==> src/rtl/mem_stage_if.sv <==
// mem_stage_if: data-memory req/ack port between the memory stage and the data bus.
interface mem_stage_if;
  logic        req;
  logic        we;
  logic [63:0] addr;
  logic [63:0] wdata;
  logic [7:0]  be;
  logic [63:0] rdata;
  logic        ack;
  modport master(output req, we, addr, wdata, be, input rdata, ack);
  modport slave(input req, we, addr, wdata, be, output rdata, ack);
endinterface

==> src/rtl/mem_stage.sv <==
// mem_stage: RV64 memory-access stage with req/ack data port and bus timeout.
// Define MEM_MISALIGN_TRAP_EN to trap misaligned accesses instead of aligning them down.
module mem_stage #(
  parameter int TIMEOUT_CYCLES = 255,
  parameter int CNT_WIDTH      = 16
) (
  input  logic        clk,
  input  logic        rst_n,
  input  logic [63:0] result_i,
  input  logic [4:0]  reg_write_addr_i,
  input  logic        reg_write_enable_i,
  input  logic        mem_valid_i,
  input  logic        mem_rw_i,
  input  logic [63:0] store_data_i,
  input  logic [1:0]  mem_size_i,
  input  logic        mem_unsigned_i,
  output logic        stall_o,
  mem_stage_if.master dmem,
  output logic [63:0] result_o,
  output logic [4:0]  reg_write_addr_o,
  output logic        reg_write_enable_o,
  output logic        bus_err_o,
  output logic        exc_misaligned_o
);
  typedef enum logic {IDLE, BUSY} state_t;
  localparam logic [CNT_WIDTH-1:0] LAST = CNT_WIDTH'(TIMEOUT_CYCLES == 0 ? 0 : TIMEOUT_CYCLES - 1);
  state_t               state, state_n;
  logic [CNT_WIDTH-1:0] cnt;
  logic [4:0]           rd_l;
  logic                 we_l, ld_l, uns_l;
  logic [1:0]           size_l;
  logic [2:0]           off_l, off, off_a;
  logic [7:0]           mask;
  logic                 trap, issue, tmo, ack;
  logic [63:0]          sh, ld;
`ifdef MEM_MISALIGN_TRAP_EN
  assign trap = off != off_a;
`else
  assign trap = 1'b0;
`endif
  always_comb begin
    off     = result_i[2:0];
    off_a   = mem_size_i == 2'd3 ? 3'd0 : mem_size_i == 2'd2 ? (off & 3'd4) :
              mem_size_i == 2'd1 ? (off & 3'd6) : off;
    mask    = mem_size_i == 2'd3 ? 8'hFF : mem_size_i == 2'd2 ? 8'h0F :
              mem_size_i == 2'd1 ? 8'h03 : 8'h01;
    ack     = dmem.ack;
    tmo     = TIMEOUT_CYCLES != 0 && cnt == LAST && !ack;
    issue   = state == IDLE && mem_valid_i && !trap;
    state_n = state == IDLE ? (issue ? BUSY : IDLE) : (ack || tmo ? IDLE : BUSY);
    stall_o = rst_n && (state == IDLE ? issue : !ack && !tmo);
    sh      = dmem.rdata >> {off_l, 3'b000};
    ld      = size_l == 2'd3 ? sh :
              size_l == 2'd2 ? {{32{~uns_l & sh[31]}}, sh[31:0]} :
              size_l == 2'd1 ? {{48{~uns_l & sh[15]}}, sh[15:0]} :
                               {{56{~uns_l & sh[7]}}, sh[7:0]};
  end
  always_ff @(posedge clk or negedge rst_n) begin
    if (!rst_n) begin
      state              <= IDLE;
      cnt                <= '0;
      rd_l               <= '0;
      we_l               <= 1'b0;
      ld_l               <= 1'b0;
      uns_l              <= 1'b0;
      size_l             <= '0;
      off_l              <= '0;
      dmem.req           <= 1'b0;
      dmem.we            <= 1'b0;
      dmem.addr          <= '0;
      dmem.wdata         <= '0;
      dmem.be            <= '0;
      result_o           <= '0;
      reg_write_addr_o   <= '0;
      reg_write_enable_o <= 1'b0;
      bus_err_o          <= 1'b0;
      exc_misaligned_o   <= 1'b0;
    end else begin
      state            <= state_n;
      bus_err_o        <= 1'b0;
      exc_misaligned_o <= state == IDLE && mem_valid_i && trap;
      if (state == IDLE) begin
        if (!mem_valid_i || trap) begin
          result_o           <= result_i;
          reg_write_addr_o   <= reg_write_addr_i;
          reg_write_enable_o <= reg_write_enable_i && !mem_valid_i;
        end else begin
          dmem.req           <= 1'b1;
          dmem.we            <= mem_rw_i;
          dmem.addr          <= {result_i[63:3], 3'b000};
          dmem.be            <= mask << off_a;
          dmem.wdata         <= store_data_i << {off_a, 3'b000};
          cnt                <= '0;
          reg_write_enable_o <= 1'b0;
          rd_l               <= reg_write_addr_i;
          we_l               <= reg_write_enable_i;
          ld_l               <= !mem_rw_i;
          size_l             <= mem_size_i;
          uns_l              <= mem_unsigned_i;
          off_l              <= off_a;
        end
      end else if (ack) begin
        dmem.req           <= 1'b0;
        reg_write_enable_o <= ld_l && we_l;
        reg_write_addr_o   <= rd_l;
        if (ld_l) result_o <= ld;
      end else if (tmo) begin
        dmem.req           <= 1'b0;
        bus_err_o          <= 1'b1;
        reg_write_enable_o <= 1'b0;
      end else begin
        cnt <= cnt + 1'b1;
      end
    end
  end
endmodule

==> src/flat_wrapper.sv <==
// flat-port wrapper written by rule: the top's interface ports become plain ports
module mem_stage_flat 
#(
  parameter int TIMEOUT_CYCLES = 255,
  parameter int CNT_WIDTH      = 16
)
  (clk, rst_n, result_i, reg_write_addr_i, reg_write_enable_i, mem_valid_i, mem_rw_i, store_data_i, mem_size_i, mem_unsigned_i, stall_o, result_o, reg_write_addr_o, reg_write_enable_o, bus_err_o, exc_misaligned_o, dmem_req, dmem_we, dmem_addr, dmem_wdata, dmem_be, dmem_rdata, dmem_ack);
  mem_stage_if dmem_i ();
  input  logic clk;
  input  logic rst_n;
  input  logic [63:0] result_i;
  input  logic [4:0] reg_write_addr_i;
  input  logic reg_write_enable_i;
  input  logic mem_valid_i;
  input  logic mem_rw_i;
  input  logic [63:0] store_data_i;
  input  logic [1:0] mem_size_i;
  input  logic mem_unsigned_i;
  output logic stall_o;
  output logic [63:0] result_o;
  output logic [4:0] reg_write_addr_o;
  output logic reg_write_enable_o;
  output logic bus_err_o;
  output logic exc_misaligned_o;
  output wire logic [$bits(dmem_i.req)-1:0] dmem_req;
  output wire logic [$bits(dmem_i.we)-1:0] dmem_we;
  output wire logic [$bits(dmem_i.addr)-1:0] dmem_addr;
  output wire logic [$bits(dmem_i.wdata)-1:0] dmem_wdata;
  output wire logic [$bits(dmem_i.be)-1:0] dmem_be;
  input wire logic [$bits(dmem_i.rdata)-1:0] dmem_rdata;
  input wire logic [$bits(dmem_i.ack)-1:0] dmem_ack;
  assign dmem_req = dmem_i.req;
  assign dmem_we = dmem_i.we;
  assign dmem_addr = dmem_i.addr;
  assign dmem_wdata = dmem_i.wdata;
  assign dmem_be = dmem_i.be;
  assign dmem_i.rdata = dmem_rdata;
  assign dmem_i.ack = dmem_ack;
  mem_stage #(.TIMEOUT_CYCLES(TIMEOUT_CYCLES), .CNT_WIDTH(CNT_WIDTH)) u_core (.clk(clk), .rst_n(rst_n), .result_i(result_i), .reg_write_addr_i(reg_write_addr_i), .reg_write_enable_i(reg_write_enable_i), .mem_valid_i(mem_valid_i), .mem_rw_i(mem_rw_i), .store_data_i(store_data_i), .mem_size_i(mem_size_i), .mem_unsigned_i(mem_unsigned_i), .stall_o(stall_o), .dmem(dmem_i), .result_o(result_o), .reg_write_addr_o(reg_write_addr_o), .reg_write_enable_o(reg_write_enable_o), .bus_err_o(bus_err_o), .exc_misaligned_o(exc_misaligned_o));
endmodule
==> config.mk <==
export PLATFORM = sky130hd
export DESIGN_NAME = mem_stage_flat
export DESIGN_NICKNAME = d
export VERILOG_FILES = /design/src/rtl/mem_stage_if.sv /design/src/rtl/mem_stage.sv /design/src/flat_wrapper.sv
export SDC_FILE = /design/constraint.sdc
export NUM_CORES = 1
export LEC_CHECK = 0
export CAP_MARGIN = 20
export CORE_UTILIZATION = 25
export CTS_BUF_LIST = sky130_fd_sc_hd__clkbuf_4
export CTS_CLUSTER_SIZE = 25
export DETAILED_ROUTE_END_ITERATION = 7
export DONT_BUFFER_PORTS = 1
export PLACE_DENSITY = 0.41
export SETUP_SLACK_MARGIN = 0.1
export SYNTH_ARGS = -nofsm -noshare
export SYNTH_HDL_FRONTEND = slang
export SYNTH_SLANG_ARGS = --single-unit
==> constraint.sdc <==
create_clock -name clk -period 3.4 [get_ports clk]
set_clock_uncertainty 0.2 [all_clocks]
set_input_delay 0.51 -clock clk [delete_from_list [all_inputs] [get_ports clk]]
set_output_delay 0.51 -clock clk [all_outputs]
set_load 0.005 [all_outputs]
After elaboration in Yosys (flattened, before gate mapping)
Cells that the tools add are included.
{"block": "totals", "ff_bits": 236, "in_bits": 206, "wordCells": 90}
{"block": "op_classes", "add_sub_neg": 1, "n_eq_ne": 13, "shift": 3, "mux": 34, "bitwise": 5, "reduce_logical": 17}
{"cell": "two-way mux 64 bit", "n": 7}
{"cell": "two-way mux 16 bit", "n": 4}
{"cell": "left shift 64 x 6 -> 64 bit", "n": 1}
{"cell": "right shift 64 x 6 -> 64 bit", "n": 1}
{"cell": "adder 16 x 1 -> 16 bit, second input constant", "n": 1}
{"cell": "== test 16 x 8 -> 1 bit, second input constant", "n": 1}
{"cell": "two-way mux 8 bit", "n": 2}
{"cell": "two-way mux 1 bit", "n": 15}
{"cell": "two-way mux 5 bit", "n": 3}
{"cell": "== test 2 bit, second input constant", "n": 4}
{"cell": "!= test 2 bit, second input constant", "n": 4}
{"cell": "left shift 8 x 3 -> 8 bit", "n": 1}
{"cell": "logical AND 1 bit", "n": 6}
{"cell": "AND reduction 2 bit", "n": 3}
{"cell": "AND reduction 3 bit", "n": 2}
{"cell": "== test 2 x 1 -> 1 bit, second input constant", "n": 2}
{"cell": "logical NOT 1 bit", "n": 4}
{"cell": "two-way mux 2 bit", "n": 2}
{"cell": "bitwise AND 1 bit", "n": 3}
{"cell": "two-way mux 3 bit", "n": 1}
{"cell": "!= test 3 bit, second input constant", "n": 1}
{"cell": "!= test 2 x 1 -> 1 bit, second input constant", "n": 1}
{"cell": "inverter 1 bit", "n": 2}
{"cell": "nonzero test 2 bit", "n": 1}
{"cell": "logical OR 1 bit", "n": 1}

Depth between registers and ports, before layout
Gate-level depths: netlist of the first run.
{"block": "depth", "ltp_word": 8, "ltp_mapped": 9}

Worst setup path after synthesis of the first run
No wires, ideal clock.
{"block": "synth_timing", "path_type": "reg-to-output", "startpoint": "reg u_core.cnt[0]", "endpoint": "out stall_o", "t_arrival_ps": 1879, "required_ps": 2690, "setup_slack_ps": 811, "path_stages_with_launch": 9, "n_path_buf": 1, "cell_sequence": "dfrtp_1 > inv_1 > ha_1 > nor4b_1 > nand3_1 > o21ai_1 > buf_2 > nand2_1 > and2_1"}
{"block": "synth_via", "elab_chain_len": 6}
{"element": "start: declaration", "line": "mem_stage.sv:28", "text": "logic [CNT_WIDTH-1:0] cnt;"}
{"element": "start signal: assignment", "line": "mem_stage.sv:112", "text": "cnt <= cnt + 1'b1;"}
{"element": "== test 16 x 8 -> 1 bit", "line": "mem_stage.sv:48", "text": "tmo = TIMEOUT_CYCLES != 0 && cnt == LAST && !ack;"}
{"element": "logical AND 1 bit", "line": "mem_stage.sv:48"}
{"element": "logical NOT 1 bit", "line": "mem_stage.sv:51", "text": "stall_o = rst_n && (state == IDLE ? issue : !ack && !tmo);"}
{"element": "logical AND 1 bit", "line": "mem_stage.sv:51"}
{"element": "two-way mux 1 bit", "line": "mem_stage.sv:51"}
{"element": "logical AND 1 bit", "line": "mem_stage.sv:51"}
{"element": "end: declaration", "line": "flat_wrapper.sv:19", "text": "output logic stall_o;"}
No other way between the ends.

Worst setup path in the final report of the first run
{"block": "layout_timing", "startpoint": "reg u_core.state", "endpoint": "reg u_core.dmem.be[6]"}
{"block": "layout_via", "elab_chain_len": 2}
{"element": "start: declaration", "line": "mem_stage.sv:27", "text": "state_t state, state_n;"}
{"element": "start signal: assignment", "line": "mem_stage.sv:79", "text": "state <= state_n;"}
{"element": "inverter 1 bit (no source line)"}
{"element": "AND reduction 2 bit (no source line)"}
{"element": "end signal: assignment", "line": "mem_stage.sv:91", "text": "dmem.be <= mask << off_a;"}
{"element": "end: declaration", "line": "mem_stage_if.sv:10", "text": "modport master(output req, we, addr, wdata, be, input rdata, ack);"}
No other way between the ends.
A chain may end at the register's enable or synchronous reset.

==> results of run 1 <==
## cells in the final DEF (no fill, tap or decap), types with 6 or more instances in the layout
cell and instances:
nor2b_1 20, nand3_1 30, a22oi_1 13, dfrtp_1 232
nand2b_1 12, or3_1 35, a211oi_1 39, o21ai_0 107
inv_1 8, clkinv_1 9, o211ai_1 6, mux2_2 26
dlygate4sd3_1 210, mux4_2 28, o2111ai_1 9, a21oi_1 66
a22o_1 25, clkbuf_4 108, nor2_1 47, o31ai_1 16
a31oi_1 6, a221o_1 28, mux2i_1 101, nand2_1 348
buf_4 35
## how the worst max path moves through the flow
| stage | slack (ns) | cells past startpoint | endpoint | start |
|---|---|---|---|---|
| after floorplan | 0.81 | 8 | stall_o | u_core.cnt[0] |
| after global placement | 0.66 | 7 | u_core.result_o[62] | u_core.off_l[2] |
| after detailed placement | 0.62 | 7 | u_core.result_o[44] | u_core.off_l[2] |
| after CTS | 0.15 | 7 | u_core.dmem.be[6] | u_core.state |
| after global routing | 0.10 | 7 | u_core.dmem.be[6] | u_core.state |
| final | 0.31 | 7 | u_core.dmem.be[6] | u_core.state |
## flip-flops by register name (all words and copies together) (netlist names)
register and count:
u_core.dmem.req 1, u_core.dmem.wdata 64, u_core.reg_write_addr_o 5, u_core.reg_write_enable_o 1, u_core.dmem.be 8, u_core.dmem.addr 61
u_core.result_o 64, u_core.uns_l 1, u_core.state 1, u_core.we_l 1, u_core.dmem.we 1, u_core.rd_l 5
u_core.ld_l 1, u_core.bus_err_o 1, u_core.off_l 3, u_core.cnt 16, u_core.size_l 2
## power groups by stage
stage,clock (mW),combinational (mW),sequential (mW)
finish,2.80,2.36,4.24
global route,3.08,2.59,4.32
CTS,2.95,2.36,4.25
detailed placement,0,2.01,4.29
global placement,0,1.98,4.29
floorplan,0,1.54,3.93
## kinds of logic after synthesis
group / synth area share
adder cells (fa/ha/maj): 0.00192
AO/OA/AOI/OAI: 0.179
AND/OR/NAND/NOR: 0.176
other: 0.000288
multiplexers: 0.149
flip-flops: 0.454
buffers and inverters: 0.0401
## cell type report
class	instances	area (sq um)	share of cell area
multi-input cells	1039	6690	0.397
repair buffers	252	2480	0.147
diodes	4	10.0	0.000594
clock buffers	107	803	0.0476
inverters	9	37.5	0.00223
clock inverters	15	70.1	0.00416
flip-flops and latches	236	5910	0.351
well taps	680	851	0.0505
## synth_stat cells (25+ instances only)
master / n
a211oi_1: 39
mux2i_1: 101
clkbuf_1: 71
o21ai_0: 108
nor2_1: 50
a221o_1: 28
mux2_2: 26
nand3_1: 31
mux4_2: 28
a21oi_1: 67
nand2_1: 349
a22o_1: 25
dfrtp_1: 236
or3_1: 35
## per-stage QoR
step           cell area, sq um  setup WS (ns)
2_1_floorplan             13000          0.811
3_3_place_gp              13800          0.662
3_5_place_dp              13800          0.625
4_1_cts                   16800          0.151
5_1_grt                   16900          0.101
6_report                  16900          0.308
## per-layer routing
metal	GRT usage	up-vias
li1	-	5494
met1	0.238	5981
met2	0.372	482
met3	0.0670	98
met4	0.0851	2
met5	0	-
## worst register-to-register path, cell delays in order (launching register included)
cell and delay (ns):
dfrtp_4 0.48, buf_4 0.29, nor2b_4 0.22, buf_6 0.33, o21ai_0 0.21, dlygate4sd3_1 0.61
o21ai_0 0.14, dlygate4sd3_1 0.56
## timing repair
action                                  in CTS  in global routing
buffers inserted                             2                  3
resized for setup                            4                  3
hold buffers                               211                  1
hold endpoints to repair                   467                240
cloned                                       0                  1
pin swaps                                    1                  0
endpoints found under the setup margin       1                  6
==> run_results.csv, run 1 <==
group,metric,value,unit
grt,grt_pass1_wl,84200,um
drt,remaining_routing_drc_violations,0,
pwr,clock_power_share,0.298,
synth,ys_warn_count,0,
grt,grt_max_degree,238,
status,run_status,"finished with violations",
place,finalWeightedCongestion,0.863,
drt,drtIter0Drc,850,
sta,finalHoldViolCount,236,
critical_path,required,3.93,ns
die,die_w,230,um
sta,finalCriticalPeriod,3.09,ns
grt,grt.total_usage,0.212,
critical_path,path_class,"reg -> reg",
sta,timing_worst_slew_pin_value,0.883,ns
sta,max_slew_margin,0.410,
synth,post_synth_main_area_contributors,"dfrtp_1 (45%), nand2_1 (10%), mux2i_1 (7.8%)",
clock_network,cts_buffers,75,
die,die_area,53000,sq um
die,num_io_pins,417,
finish,final_core_utilization,0.328,
pwr,total_switching_power,3.44,mW
synth,syn_area_per_cell,9.34,sq um
critical_path,crit_path_cell_trace,"buf_4, nor2b_4, buf_6, o21ai_0, dlygate4sd3_1, o21ai_0, dlygate4sd3_1",
grt,global_route.overflow_total,0,
clock_network,ctsHtreeMaxLevel,3,
clock_network,library_cell_used_as_clock_root_buffer,"clkbuf_4",
place,port_buffers,0,
synth,yosys_most_used_dff,"dfrtp_1",
hold_path,min-delay-path-class,"in -> async",
sta,max_freq,323,MHz
synth,synthesis.area,13000,sq um
synth,ys_types,57,
pwr,ir_worst_vdd,0.000238,V
drt,avgRoutedWirePerCell,24.5,um
pwr,combPwrFrac,0.251,
finish,fraction_of_layout_instances_using_a_drive_strength_above_1,0.142,
drt,avgViaCountPerCell,5.15,
drt,totalWireLength,57500,um
critical_path,critPathLaunchType,"flip-flop",
place,placed_cells_incl_taps,1997,
drt,firstDrtPassIters,5,
clock_network,clkLatencyLatePin,0.82,ns
pwr,netSwitchingFraction,0.366,
synth,netlist_instances,1394,
critical_path,cpMaxStageDelayCell,"dlygate4sd3_1",
pwr,leakage,7.24,nW
sta,timing.final.setup_violations,0,
sta,rsz0062_at_grt,"no",
critical_path,worstPathBufferInverterCount,4,
critical_path,timing.rr.end,"u_core.dmem.be[6]",
critical_path,worstReg2RegStart,"u_core.state",
critical_path,critPathArrivalTime,3.62,ns
grt,first_global_vias,12600,
synth,yosys_register_bits,236,
drt,via_total_after_detailed_routing,12100,
die,die_h,230,um
critical_path,worst-r2r-cell-count,7,
drt,wirelength_met1,22100,um
clock_network,clock_sink_count,236,
flow_run,max_cap_violations,0,
critical_path,cp_top_family,"buffers and inverters",
finish,layoutNonFillerInstCount,2342,
drt,met3_wirelength,4560,um
die,core-area,51400,sq um
critical_path,timing.critical_path.slowest_cell_delay,0.61,ns
sta,slew_violations,0,
synth,yosys.area.top_type_share,0.454,
sta,layout_worst_path_cycle_share,0.909,
die,floorplan.rows,83,
synth,ys_seq_area_frac,0.454,
critical_path,ff2ff_setup_slack,0.31,ns
die,initial_core_util,0.253,
synth,count_of_flip_flops_with_a_built_in_enable_after_synthesis,0,
synth,postSynth.asyncResetShare,1.00,
finish,layout.filler_cells,5348,
critical_path,crit_fanout,46,
finish,layout_overhead_on_the_synthesized_area,29.5,%
drt,met2_length,29200,um
sta,hold_slack,-0.778,ns
pwr,power.share.sequential,0.451,
clock_network,tritoncts,"built",
grt,antenna_found_initial,5,
drt,antenna_violating_nets_post_route,0,
place,place.detailed.hpwl,39700,um
critical_path,endpoint_kind,"flip-flop",
status,violations,"negative hold slack",
drt,top_signal_layer_used,"met5",
finish,design.final.nets,1821,
pwr,power,9.40,mW
pwr,power.density_cell_area,557,nW/um^2
sta,setup_tns,0,ns
pwr,cell_internal_pwr,5.95,mW
clock_network,cts.clk_slew.worst_paths,0.06,ns
synth,synth_top_area_cell,"dfrtp_1",
clock_network,max-clock-path-buffers,3,
Note: power is estimated with default switching activity, not from simulation.
==> inputs of run 2 (changes only) <==
--- a/config.mk
+++ b/config.mk
@@ -6,12 +6,12 @@
 export NUM_CORES = 1
 export LEC_CHECK = 0
 export CAP_MARGIN = 20
-export CORE_UTILIZATION = 25
+export CORE_UTILIZATION = 31
 export CTS_BUF_LIST = sky130_fd_sc_hd__clkbuf_4
 export CTS_CLUSTER_SIZE = 25
 export DETAILED_ROUTE_END_ITERATION = 7
 export DONT_BUFFER_PORTS = 1
-export PLACE_DENSITY = 0.41
+export PLACE_DENSITY = 0.49
 export SETUP_SLACK_MARGIN = 0.1
 export SYNTH_ARGS = -nofsm -noshare
 export SYNTH_HDL_FRONTEND = slang
==> constraint.sdc (replaced) <==
create_clock -name clk -period 2.6 [get_ports clk]
set_clock_uncertainty 0.2 [all_clocks]
set_input_delay 0.39 -clock clk [delete_from_list [all_inputs] [get_ports clk]]
set_output_delay 0.39 -clock clk [all_outputs]
set_load 0.005 [all_outputs]
==> run 2 against run 1 <==
Compared with the run above:
- the flow finishes with violations (design-rule violations, negative hold slack, negative setup slack)
- combinational power up 35%
- flip-flop and latch count stayed put
- critical endpoint is now stall_o
- via count increased by 1.3%
- die area decreased by 19%
- sequential power increased by 30%
- largest power group unchanged
- non-clock buffer count is 23 higher
==> run_results.csv, run 2 (same netlist as run 1, synthesis figures left out) <==
group,metric,value,unit
drt,avgRoutedWirePerCell,24.1,um
finish,layout_overhead_on_the_synthesized_area,30.4,%
clock_network,library_cell_used_as_clock_root_buffer,"clkbuf_4",
critical_path,required,2.01,ns
sta,max_freq,367,MHz
sta,setup_tns,-0.126,ns
grt,grt_max_degree,238,
finish,area_of_the_multi_input_gates,6690,sq um
critical_path,path_class,"reg -> out",
critical_path,endpoint_kind,"output port",
drt,antenna_violating_nets_post_route,0,
critical_path,ff2ff_setup_slack,0.19,ns
pwr,ir_worst_vdd,0.000335,V
drt,firstDrtPassIters,7,
sta,slew_violations,0,
sta,max_slew_margin,0.554,
clock_network,cts_buffers,72,
grt,grt.total_usage,0.242,
die,num_io_pins,417,
drt,via_total_after_detailed_routing,12200,
status,run_status,"finished with violations",
clock_network,tritoncts,"built",
drt,avgViaCountPerCell,5.51,
die,die_area,42800,sq um
place,port_buffers,0,
place,place.detailed.hpwl,36300,um
sta,timing.final.setup_violations,1,
critical_path,cpMaxStageDelayCell,"dfrtp_1",
finish,biggestRegsByFlops,"u_core.dmem.wdata: 64 flops, u_core.result_o: 64 flops, u_core.dmem.addr: 61 flops",
die,initial_core_util,0.317,
sta,hold_slack,-0.869,ns
die,core-area,41100,sq um
die,floorplan.rows,74,
clock_network,clock_sink_count,236,
grt,first_global_vias,12400,
finish,layoutNonFillerInstCount,2217,
clock_network,max-clock-path-buffers,3,
finish,fraction_of_layout_instances_using_a_drive_strength_above_1,0.148,
finish,leading_cell_type_in_the_layout_fill_and_taps_excluded,"nand2_1",
finish,final_core_utilization,0.413,
clock_network,cts.clk_slew.worst_paths,0.06,ns
drt,drtIter0Drc,711,
finish,layout_common_cells,"nand2_1 (347), dfrtp_1 (232), dlygate4sd3_1 (211)",
critical_path,critPathLaunchType,"flip-flop",
grt,grt_pass1_wl,77300,um
critical_path,timing.critical_path.slowest_cell_delay,0.38,ns
sta,finalHoldViolCount,236,
hold_path,min-delay-path-class,"in -> async",
pwr,power.density_cell_area,733,nW/um^2
pwr,leakage,7.36,nW
place,finalWeightedCongestion,0.900,
die,die_w,207,um
grt,antenna_found_initial,2,
status,violations,"design-rule violations, negative hold slack, negative setup slack",
sta,postLayoutSetupSlackWorst,-0.126,ns
critical_path,crit_fanout,2,
die,die_h,207,um
critical_path,cp_top_family,"simple AND/OR/NAND/NOR gates",
critical_path,worst-r2r-cell-count,7,
critical_path,worstPathBufferInverterCount,1,
sta,timing_worst_slew_pin_value,0.666,ns
place,placed_cells_incl_taps,1867,
flow_run,max_cap_violations,0,
critical_path,critPathArrivalTime,2.14,ns
drt,remaining_routing_drc_violations,28,
finish,layout.filler_cells,4084,
sta,layout_worst_path_cycle_share,1.05,
finish,design.final.nets,1840,
finish,register_area,5920,sq um
clock_network,clkLatencyLatePin,0.78,ns
critical_path,timing.rr.end,"u_core.result_o[22]",
sta,finalCriticalPeriod,2.73,ns
grt,global_route.overflow_total,0,
clock_network,ctsHtreeMaxLevel,3,
drt,totalWireLength,53400,um
critical_path,worstReg2RegStart,"u_core.off_l[1]",
sta,rsz0062_at_grt,"yes",
critical_path,crit_path_cell_trace,"inv_1, ha_1, nor4b_2, nand3_1, o21ai_2, nand2_2, and2_4",
run 2: changes by cell type in the layout (fill, tap and decap cells not counted), moves of 2 or more:
cell,before,now
o21ai_1,0,2
diode_2,4,1
clkinv_1,9,21
bufinv_16,0,2
o21ai_0,107,105
buf_12,3,9
clkbuf_4,108,100
inv_2,3,1
buf_6,1,3
buf_4,35,48
run 2: worst reg2reg max path: stages, from the launching register on:
cell and delay (ns):
dfrtp_4 0.54, buf_4 0.19, inv_2 0.07, buf_6 0.13
a211oi_1 0.07, a211o_1 0.29, dlygate4sd3_1 0.58, a311oi_1 0.25
run 2: cell type report:
class,count,share of cell area
Multi-Input combinational cell,1038,0.394
Sequential cell,236,0.348
Timing Repair Buffer,275,0.163
Clock buffer,100,0.0442
Tap cell,532,0.0392
Clock inverter,26,0.00936
Inverter,9,0.00199
Antenna cell,1,0.000147
run 2: per-layer routing:
metal | vias to the layer above | wire length [um] | track usage
met5 | - | 13 | 0
met4 | 2 | 2210 | 0.122
met3 | 125 | 4640 | 0.0732
met2 | 548 | 26700 | 0.417
met1 | 6007 | 19900 | 0.268
li1 | 5534 | - | -
run 2: how the worst max path moves through the flow:
stage / from / to / slack [ns] / cells after the start
2_1_floorplan: u_core.cnt[0] / stall_o / 0.13 / 8
3_3_place_gp: u_core.off_l[1] / u_core.result_o[39] / 0.22 / 7
3_5_place_dp: u_core.off_l[1] / u_core.result_o[55] / 0.19 / 7
4_1_cts: u_core.cnt[0] / stall_o / -0.23 / 7
5_1_grt: u_core.cnt[0] / stall_o / -0.31 / 7
6_report: u_core.cnt[0] / stall_o / -0.13 / 7
run 2: per-stage QoR:
stage / power (mW) / setup WS, ns / hold WS [ns] / area [sq um]
after floorplan: 7.16 / 0.131 / -0.106 / 13000
after global placement: 8.21 / 0.221 / -0.101 / 13800
after detailed placement: 8.25 / 0.194 / -0.101 / 13800
after CTS: 12.5 / -0.229 / -0.996 / 16900
after global routing: 13.2 / -0.314 / -0.954 / 17000
final: 12.4 / -0.126 / -0.869 / 17000
run 2: what timing repair did:
action | in CTS | in global routing
pin swaps | 4 | 7
cloned | 0 | 1
endpoints found under the setup margin | 1 | 59
hold buffers | 212 | 2
endpoints found under the hold margin | 472 | 238
buffers inserted | 5 | 3
gates resized for setup | 6 | 12
run 2: power by group:
| part | switching, mW | total, mW | leakage, nW | internal, mW |
|---|---|---|---|---|
| combinational | 1.73 | 3.18 | 3.94 | 1.45 |
| sequential | 0.956 | 5.51 | 2.90 | 4.55 |
| clock | 1.78 | 3.75 | 0.525 | 1.97 |
